File: src/rtl/usb_tx_sched.sv
// usb_tx_sched: arbitrates the PHY TX path between the token/handshake source
// (crc5_t side) and the data source (link layer). It enforces an inter-packet
// gap after every completed, cancelled or aborted packet, and keeps counters
// of completed packets.
//
// Optional feature: define TX_SCHED_WDOG_EN to add a stall watchdog. It aborts
// a granted packet after WDOG_CYCLES consecutive valid-but-not-ready cycles.
//
// Ports
//   clk, rst_n         clock, asynchronous active-low reset
//   tx_to_req          token/handshake packet pending
//   tx_lt_req          data packet pending
//   ipg_cycles         inter-packet gap length, sampled on gap entry
//   tx_lp_*            monitor taps of the control_t-to-PHY beat interface
//   tx_to_gnt          token/handshake source owns the TX path
//   tx_data_on         data source owns the TX path
//   tx_busy            scheduler not idle
//   wdog_err           one-cycle pulse on watchdog abort (0 without watchdog)
//   pkt_cnt_to/lt      wrapping completed-packet counters
module usb_tx_sched #(
  parameter int unsigned GAP_W       = 8,
  parameter int unsigned WDOG_CYCLES = 255
) (
  input  logic             clk,
  input  logic             rst_n,
  input  logic             tx_to_req,
  input  logic             tx_lt_req,
  input  logic [GAP_W-1:0] ipg_cycles,
  input  logic             tx_lp_sop,
  input  logic             tx_lp_eop,
  input  logic             tx_lp_valid,
  input  logic             tx_lp_ready,
  input  logic             tx_lp_cancle,
  output logic             tx_to_gnt,
  output logic             tx_data_on,
  output logic             tx_busy,
  output logic             wdog_err,
  output logic [15:0]      pkt_cnt_to,
  output logic [15:0]      pkt_cnt_lt
);

  typedef enum logic [1:0] {
    S_IDLE   = 2'd0,
    S_GNT_TO = 2'd1,
    S_GNT_LT = 2'd2,
    S_GAP    = 2'd3
  } state_t;

  state_t           r_state, w_state_nxt;
  logic [GAP_W-1:0] r_gap_cnt, w_gap_cnt_nxt;
  logic             r_sop_seen, w_sop_seen_nxt;
  logic [15:0]      r_pkt_cnt_to, w_pkt_cnt_to_nxt;
  logic [15:0]      r_pkt_cnt_lt, w_pkt_cnt_lt_nxt;
  logic             r_to_gnt, r_data_on, r_busy;
  logic             w_beat, w_sop_beat, w_wdog_hit;

  assign w_beat     = tx_lp_valid & tx_lp_ready;
  assign w_sop_beat = w_beat & tx_lp_sop;

`ifdef TX_SCHED_WDOG_EN
  // Counter holds 0..WDOG_CYCLES-1; the hit fires on the WDOG_CYCLES-th stall.
  localparam int unsigned WDOG_W = (WDOG_CYCLES > 1) ? $clog2(WDOG_CYCLES) : 1;

  logic [WDOG_W-1:0] r_wdog_cnt;
  logic              r_wdog_err;
  logic              w_stall;

  assign w_stall    = ((r_state == S_GNT_TO) || (r_state == S_GNT_LT)) &
                      tx_lp_valid & ~tx_lp_ready;
  assign w_wdog_hit = w_stall && (r_wdog_cnt == WDOG_W'(WDOG_CYCLES - 1));
  assign wdog_err   = r_wdog_err;

  // Consecutive-stall counter; any non-stall cycle clears it.
  always_ff @(posedge clk or negedge rst_n) begin
    if (!rst_n) begin
      r_wdog_cnt <= '0;
      r_wdog_err <= 1'b0;
    end else begin
      r_wdog_err <= w_wdog_hit;
      if (w_stall && !w_wdog_hit) r_wdog_cnt <= r_wdog_cnt + WDOG_W'(1);
      else                        r_wdog_cnt <= '0;
    end
  end
`else
  assign w_wdog_hit = 1'b0;
  assign wdog_err   = 1'b0;
`endif

  // Next-state, gap counter, sop tracking and packet counters.
  always_comb begin
    w_state_nxt      = r_state;
    w_gap_cnt_nxt    = r_gap_cnt;
    w_sop_seen_nxt   = r_sop_seen;
    w_pkt_cnt_to_nxt = r_pkt_cnt_to;
    w_pkt_cnt_lt_nxt = r_pkt_cnt_lt;

    case (r_state)
      S_IDLE: begin
        if (tx_to_req)      w_state_nxt = S_GNT_TO;
        else if (tx_lt_req) w_state_nxt = S_GNT_LT;
      end
      S_GNT_TO: begin
        if (w_sop_beat) w_sop_seen_nxt = 1'b1;
        if (w_beat && tx_lp_eop) begin
          w_state_nxt      = S_GAP;
          w_pkt_cnt_to_nxt = r_pkt_cnt_to + 16'd1;
        end else if (w_wdog_hit) begin
          w_state_nxt = S_GAP;
        end else if (!tx_to_req && !r_sop_seen && !w_sop_beat) begin
          // Request withdrawn before the packet started: no gap needed.
          w_state_nxt = S_IDLE;
        end
      end
      S_GNT_LT: begin
        if (w_sop_beat) w_sop_seen_nxt = 1'b1;
        if (w_beat && tx_lp_cancle) begin
          // Cancel takes precedence over a coincident eop and is not counted.
          w_state_nxt = S_GAP;
        end else if (w_beat && tx_lp_eop) begin
          w_state_nxt      = S_GAP;
          w_pkt_cnt_lt_nxt = r_pkt_cnt_lt + 16'd1;
        end else if (w_wdog_hit) begin
          w_state_nxt = S_GAP;
        end else if (!tx_lt_req && !r_sop_seen && !w_sop_beat) begin
          w_state_nxt = S_IDLE;
        end
      end
      S_GAP: begin
        // A loaded value of 0 ends the gap after one cycle, same as 1.
        if (r_gap_cnt <= GAP_W'(1)) w_state_nxt   = S_IDLE;
        else                        w_gap_cnt_nxt = r_gap_cnt - GAP_W'(1);
      end
      default: w_state_nxt = S_IDLE;
    endcase

    if ((w_state_nxt == S_GAP) && (r_state != S_GAP)) w_gap_cnt_nxt = ipg_cycles;
    if ((w_state_nxt == S_GAP) || (w_state_nxt == S_IDLE)) w_sop_seen_nxt = 1'b0;
  end

  // State and registered outputs, all decoded from the next state.
  always_ff @(posedge clk or negedge rst_n) begin
    if (!rst_n) begin
      r_state      <= S_IDLE;
      r_gap_cnt    <= '0;
      r_sop_seen   <= 1'b0;
      r_pkt_cnt_to <= '0;
      r_pkt_cnt_lt <= '0;
      r_to_gnt     <= 1'b0;
      r_data_on    <= 1'b0;
      r_busy       <= 1'b0;
    end else begin
      r_state      <= w_state_nxt;
      r_gap_cnt    <= w_gap_cnt_nxt;
      r_sop_seen   <= w_sop_seen_nxt;
      r_pkt_cnt_to <= w_pkt_cnt_to_nxt;
      r_pkt_cnt_lt <= w_pkt_cnt_lt_nxt;
      r_to_gnt     <= (w_state_nxt == S_GNT_TO);
      r_data_on    <= (w_state_nxt == S_GNT_LT);
      r_busy       <= (w_state_nxt != S_IDLE);
    end
  end

  assign tx_to_gnt  = r_to_gnt;
  assign tx_data_on = r_data_on;
  assign tx_busy    = r_busy;
  assign pkt_cnt_to = r_pkt_cnt_to;
  assign pkt_cnt_lt = r_pkt_cnt_lt;

endmodule

File: config.mk
export PLATFORM = sky130hd
export DESIGN_NAME = usb_tx_sched
export DESIGN_NICKNAME = d
export VERILOG_FILES = /design/src/rtl/usb_tx_sched.sv
export SDC_FILE = /design/constraint.sdc
export NUM_CORES = 1
export LEC_CHECK = 0
export CAP_MARGIN = 25
export CORE_MARGIN = 10
export CORE_UTILIZATION = 30
export CTS_CLUSTER_DIAMETER = 80
export DETAILED_ROUTE_END_ITERATION = 10
export RECOVER_POWER = 50
export SYNTH_ARGS = -nofsm -noshare
export SYNTH_HDL_FRONTEND = slang
export SYNTH_SLANG_ARGS = --single-unit
export TNS_END_PERCENT = 100
File: constraint.sdc
create_clock -name clk -period 6.6 [get_ports clk]
set_clock_uncertainty 0.2 [all_clocks]
set_input_delay 1.32 -clock clk [delete_from_list [all_inputs] [get_ports clk]]
set_output_delay 1.32 -clock clk [all_outputs]
set_load 0.02 [all_outputs]
==> impl_results.rst <==
.. list-table::
   :header-rows: 1

   * - Metric
     - Value
   * - Worst R2R Setup Slack
     - approximately 3.4 ns
   * - Synthesized area per cell
     - 10.7 sq um
   * - Wire length of the first global-routing pass
     - 9.06 mm
   * - DRC violations left
     - 0
   * - Per-cell routed wire length
     - 14.6 um
   * - Vias per cell
     - 4.83
   * - DR vias
     - between 1,500 and 2,000
   * - Maximum fanout along the worst path
     - 9
   * - Count of hold buffers inserted by post-cts repair
     - 0
   * - Largest net degree at the start of global routing
     - 29
   * - Clock network latency to the later pin of the worst-skew pair
     - between 0.2 and 0.3 ns
   * - Fin. Hold Viols
     - 0
   * - Tcrit/Tclk final
     - ~60%
   * - Reg2reg start
     - r_gap_cnt[1]$_DFFE_PN0P_
   * - Number of clock sinks
     - between 40 and 50
   * - Logic depth of the worst register-to-register path
     - 10
   * - Total setup violations reported at the end of the flow
     - 0
   * - Clock input transition at the sequential cells of the worst setup and hold paths
     - about 0.080 ns
   * - Effective utilization at floorplan
     - 31.3%
   * - Total Routed Length
     - between 5 and 6 mm
   * - Overall power of the completed layout
     - ~0.9 mW
   * - Antenna violations before repair
     - 0
   * - Count of nets left with antenna violations after detail routing
     - 0
   * - DP HPWL
     - roughly 4.2 mm
   * - Share of the yosys chip area belonging to registers
     - between 40% and 50%
   * - Number of enable flip-flop cells after synthesis
     - 0
   * - Chip height
     - between 100 and 150 um
   * - Post-layout util
     - between 40% and 50%
   * - Clock tree from TritonCTS
     - yes
   * - Post-synthesis cell type with the largest combined area
     - sky130_fd_sc_hd__dfrtp_1
   * - Initial detailed-routing violation count
     - 60
   * - GR Overflow Total
     - 0
   * - 1st-pass router iterations
     - 4
   * - Final weighted congestion in routability-driven placement
     - 0.791
   * - Most frequently used flop master after synthesis
     - sky130_fd_sc_hd__dfrtp_1
   * - Period minus WS final
     - 3.91 ns
   * - Hold_ws
     - about 0.27 ns
   * - # diodes
     - 0
   * - Launching instance or port of the critical path
     - tx_lp_valid
   * - Dominant combinational cell family by area after synthesis
     - simple AND/OR/NAND/NOR gates
   * - Result of the run
     - finished, final reports clean
   * - Post-synth top cells
     - sky130_fd_sc_hd__dfrtp_1 (46), sky130_fd_sc_hd__xnor2_1 (25), sky130_fd_sc_hd__nand2_1 (22), sky130_fd_sc_hd__nand3_1 (18), sky130_fd_sc_hd__ha_1 (12)
   * - Max-capacitance violation count
     - 0
   * - Power density normalized to cell area
     - roughly 300 nW/um^2
   * - #FFs+latches synth
     - 46
   * - Number of buffer cells added on primary ports
     - 51
   * - Syn Nets
     - 245
   * - Achievable Freq
     - approximately 0.26 GHz
   * - Maximum level of the CTS H-tree
     - 2
   * - Vias in the first global route
     - between 1,500 and 2,000
   * - Number of pins with negative max-slew slack in the final report
     - 0
   * - Count of different cell masters after synthesis
     - 40
   * - Cts repair resizes
     - 0
   * - Synth top area share
     - between 40% and 50%
   * - Slew margin rel.
     - approximately 1.9%
   * - Total core area
     - ~7400 sq um
   * - Type of the setup path with the least slack
     - input port to flip-flop
   * - Compound-gate portion of the synthesized area
     - 9.18%
   * - Ports placed on the boundary
     - 53
   * - Cell row count
     - 31
   * - Hold WC Path Type
     - flip-flop to flip-flop
   * - TritonCTS Buffers
     - 5
   * - Layout overhead on the synthesized area
     - 30.2%
   * - Simple-gate portion of the synthesized area
     - 18.9%
   * - Ratio of cells with drive above 1 in the final layout
     - 4.78%
   * - Reg2reg end
     - r_gap_cnt[6]$_DFFE_PN0P_
   * - Synth async-reset ratio
     - between 90% and 100%
   * - Post-Syn Area
     - 2300 sq um
   * - Lkg Pwr
     - 1.28 nW
   * - Maximum number of buffers from clock root to sink
     - 2
   * - Mapped Cells
     - 216
   * - Synthesized-area fraction occupied by xor and xnor cells
     - ~12%
   * - Worst vdd rail ir drop
     - approximately 0.00013 V
   * - Proportion of synthesized area in mux cells
     - less than 1%
   * - Destination of the critical timing path
     - r_gap_cnt[6]$_DFFE_PN0P_
   * - Final sum of negative setup slack
     - 0 ns
   * - CP arrival
     - ~4 ns
   * - Critical path launch point type
     - input port
   * - Endpoint class of the critical path
     - flip-flop
   * - Cell with the most instances after synthesis
     - sky130_fd_sc_hd__dfrtp_1
   * - Unrepaired setup endpoints after global routing
     - false
   * - Post-layout net count
     - between 300 and 400
   * - Die Wd
     - roughly 110 um
   * - Critical path data required time
     - between 6 and 7 ns
   * - Arithmetic-cell share of the synthesized area counting full adders, half adders and majority gates
     - approximately 6.5%
   * - Synthesis warning total
     - 0
   * - Worst slew pin tran
     - between 1 and 1.5 ns
   * - Overall routing resource usage
     - a little under a tenth
   * - Root Buffer Master
     - sky130_fd_sc_hd__clkbuf_8
   * - Main area contributors after synthesis
     - sky130_fd_sc_hd__dfrtp_1 (50%), sky130_fd_sc_hd__xnor2_1 (9.5%), sky130_fd_sc_hd__ha_1 (6.5%)
   * - Setup bufs post-CTS
     - 0
   * - Total die area
     - roughly 12,000 sq um
flip-flops by register name, indices dropped and copies added (netlist names):
signal	cells
pkt_cnt_lt	16
pkt_cnt_to	16
r_gap_cnt	8
r_state	2
r_sop_seen	1
tx_busy	1
tx_data_on	1
tx_to_gnt	1
report_power, final:
group / switching (mW) / internal (mW) / leakage (nW) / total [mW]
registers: 0.0570 / 0.336 / 0.613 / 0.393
logic: 0.194 / 0.145 / 0.618 / 0.339
clock network: 0.0937 / 0.0713 / 0.0438 / 0.165
total: 0.344 / 0.553 / 1.28 / 0.897
worst max-delay path, cell delays in order:
cell and delay, ns:
sky130_fd_sc_hd__dlygate4sd3_1 0.63, sky130_fd_sc_hd__nand2_1 0.07, sky130_fd_sc_hd__nor4_1 0.52, sky130_fd_sc_hd__a311o_1 0.25
sky130_fd_sc_hd__ha_1 0.24, sky130_fd_sc_hd__nor2b_1 0.56, sky130_fd_sc_hd__a311oi_1 0.11, sky130_fd_sc_hd__nor3_1 0.22
per-layer routing:
layer	routed length [um]	track usage [%]	up-vias
met5	0	0	-
met4	77	2.77	0
met3	347	3.29	8
met2	2580	15.3	42
met1	2410	11.7	856
li1	-	-	886
cell usage in the layout (no fill, tap or decap), types with 3 or more instances in the layout:
cell | Yosys | layout
sky130_fd_sc_hd__nor4_1 | 4 | 4
sky130_fd_sc_hd__clkdlybuf4s50_1 | 0 | 42
sky130_fd_sc_hd__and3_1 | 5 | 5
sky130_fd_sc_hd__xor2_1 | 7 | 7
sky130_fd_sc_hd__inv_1 | 9 | 9
sky130_fd_sc_hd__nand3_1 | 18 | 18
sky130_fd_sc_hd__dfrtp_1 | 46 | 46
sky130_fd_sc_hd__a311oi_1 | 3 | 3
sky130_fd_sc_hd__nor3_1 | 8 | 8
sky130_fd_sc_hd__o21ai_0 | 4 | 4
sky130_fd_sc_hd__ha_1 | 12 | 12
sky130_fd_sc_hd__xnor2_1 | 25 | 25
sky130_fd_sc_hd__clkbuf_8 | 0 | 5
sky130_fd_sc_hd__dlygate4sd3_1 | 0 | 8
sky130_fd_sc_hd__nand2_1 | 22 | 22
sky130_fd_sc_hd__nand4_1 | 9 | 9
sky130_fd_sc_hd__a21oi_1 | 3 | 3
sky130_fd_sc_hd__a311o_1 | 3 | 3
sky130_fd_sc_hd__nor2_1 | 11 | 11
per-stage QoR:
| step | std cells | cell area (sq um) | setup WS [ns] |
|---|---|---|---|
| 6_report | 371 | 3000 | 2.69 |
| 5_1_grt | 371 | 3000 | 2.45 |
| 4_1_cts | 371 | 3020 | 2.78 |
| 3_5_place_dp | 364 | 2940 | 2.44 |
| 3_3_place_gp | 363 | 2920 | 2.57 |
| 2_1_floorplan | 216 | 2300 | 3.33 |
worst min-delay path by stage:
stage / startpoint / endpoint / slack [ns] / cells past startpoint
2_1_floorplan: r_sop_seen$_DFFE_PN0P_ / r_sop_seen$_DFFE_PN0P_ / 0.26 / 2
3_3_place_gp: pkt_cnt_lt[15]$_DFFE_PN0P_ / pkt_cnt_lt[15]$_DFFE_PN0P_ / 0.26 / 1
3_5_place_dp: pkt_cnt_to[15]$_DFFE_PN0P_ / pkt_cnt_to[15]$_DFFE_PN0P_ / 0.26 / 1
4_1_cts: pkt_cnt_lt[15]$_DFFE_PN0P_ / pkt_cnt_lt[15]$_DFFE_PN0P_ / 0.28 / 1
5_1_grt: pkt_cnt_to[15]$_DFFE_PN0P_ / pkt_cnt_to[15]$_DFFE_PN0P_ / 0.28 / 1
6_report: pkt_cnt_lt[15]$_DFFE_PN0P_ / pkt_cnt_lt[15]$_DFFE_PN0P_ / 0.27 / 1
final cells by class:
| type | instances | area [sq um] |
|---|---|---|
| Fill cell | 727 | 4370 |
| Inverter | 9 | 33.8 |
| Sequential cell | 46 | 1150 |
| Clock buffer | 5 | 68.8 |
| Tap cell | 99 | 124 |
| Timing Repair Buffer | 52 | 508 |
| Multi-Input combinational cell | 158 | 1100 |
| Clock inverter | 2 | 10.0 |
kinds of logic after synthesis:
kind of cell    count (synthesis)
fa+ha+maj                      12
compound gates                 25
mux                             2
buf+inv                        12
other cells                     1
xor+xnor                       32
simple gates                   86
flops                          46
(Power assumes the default switching activity.)
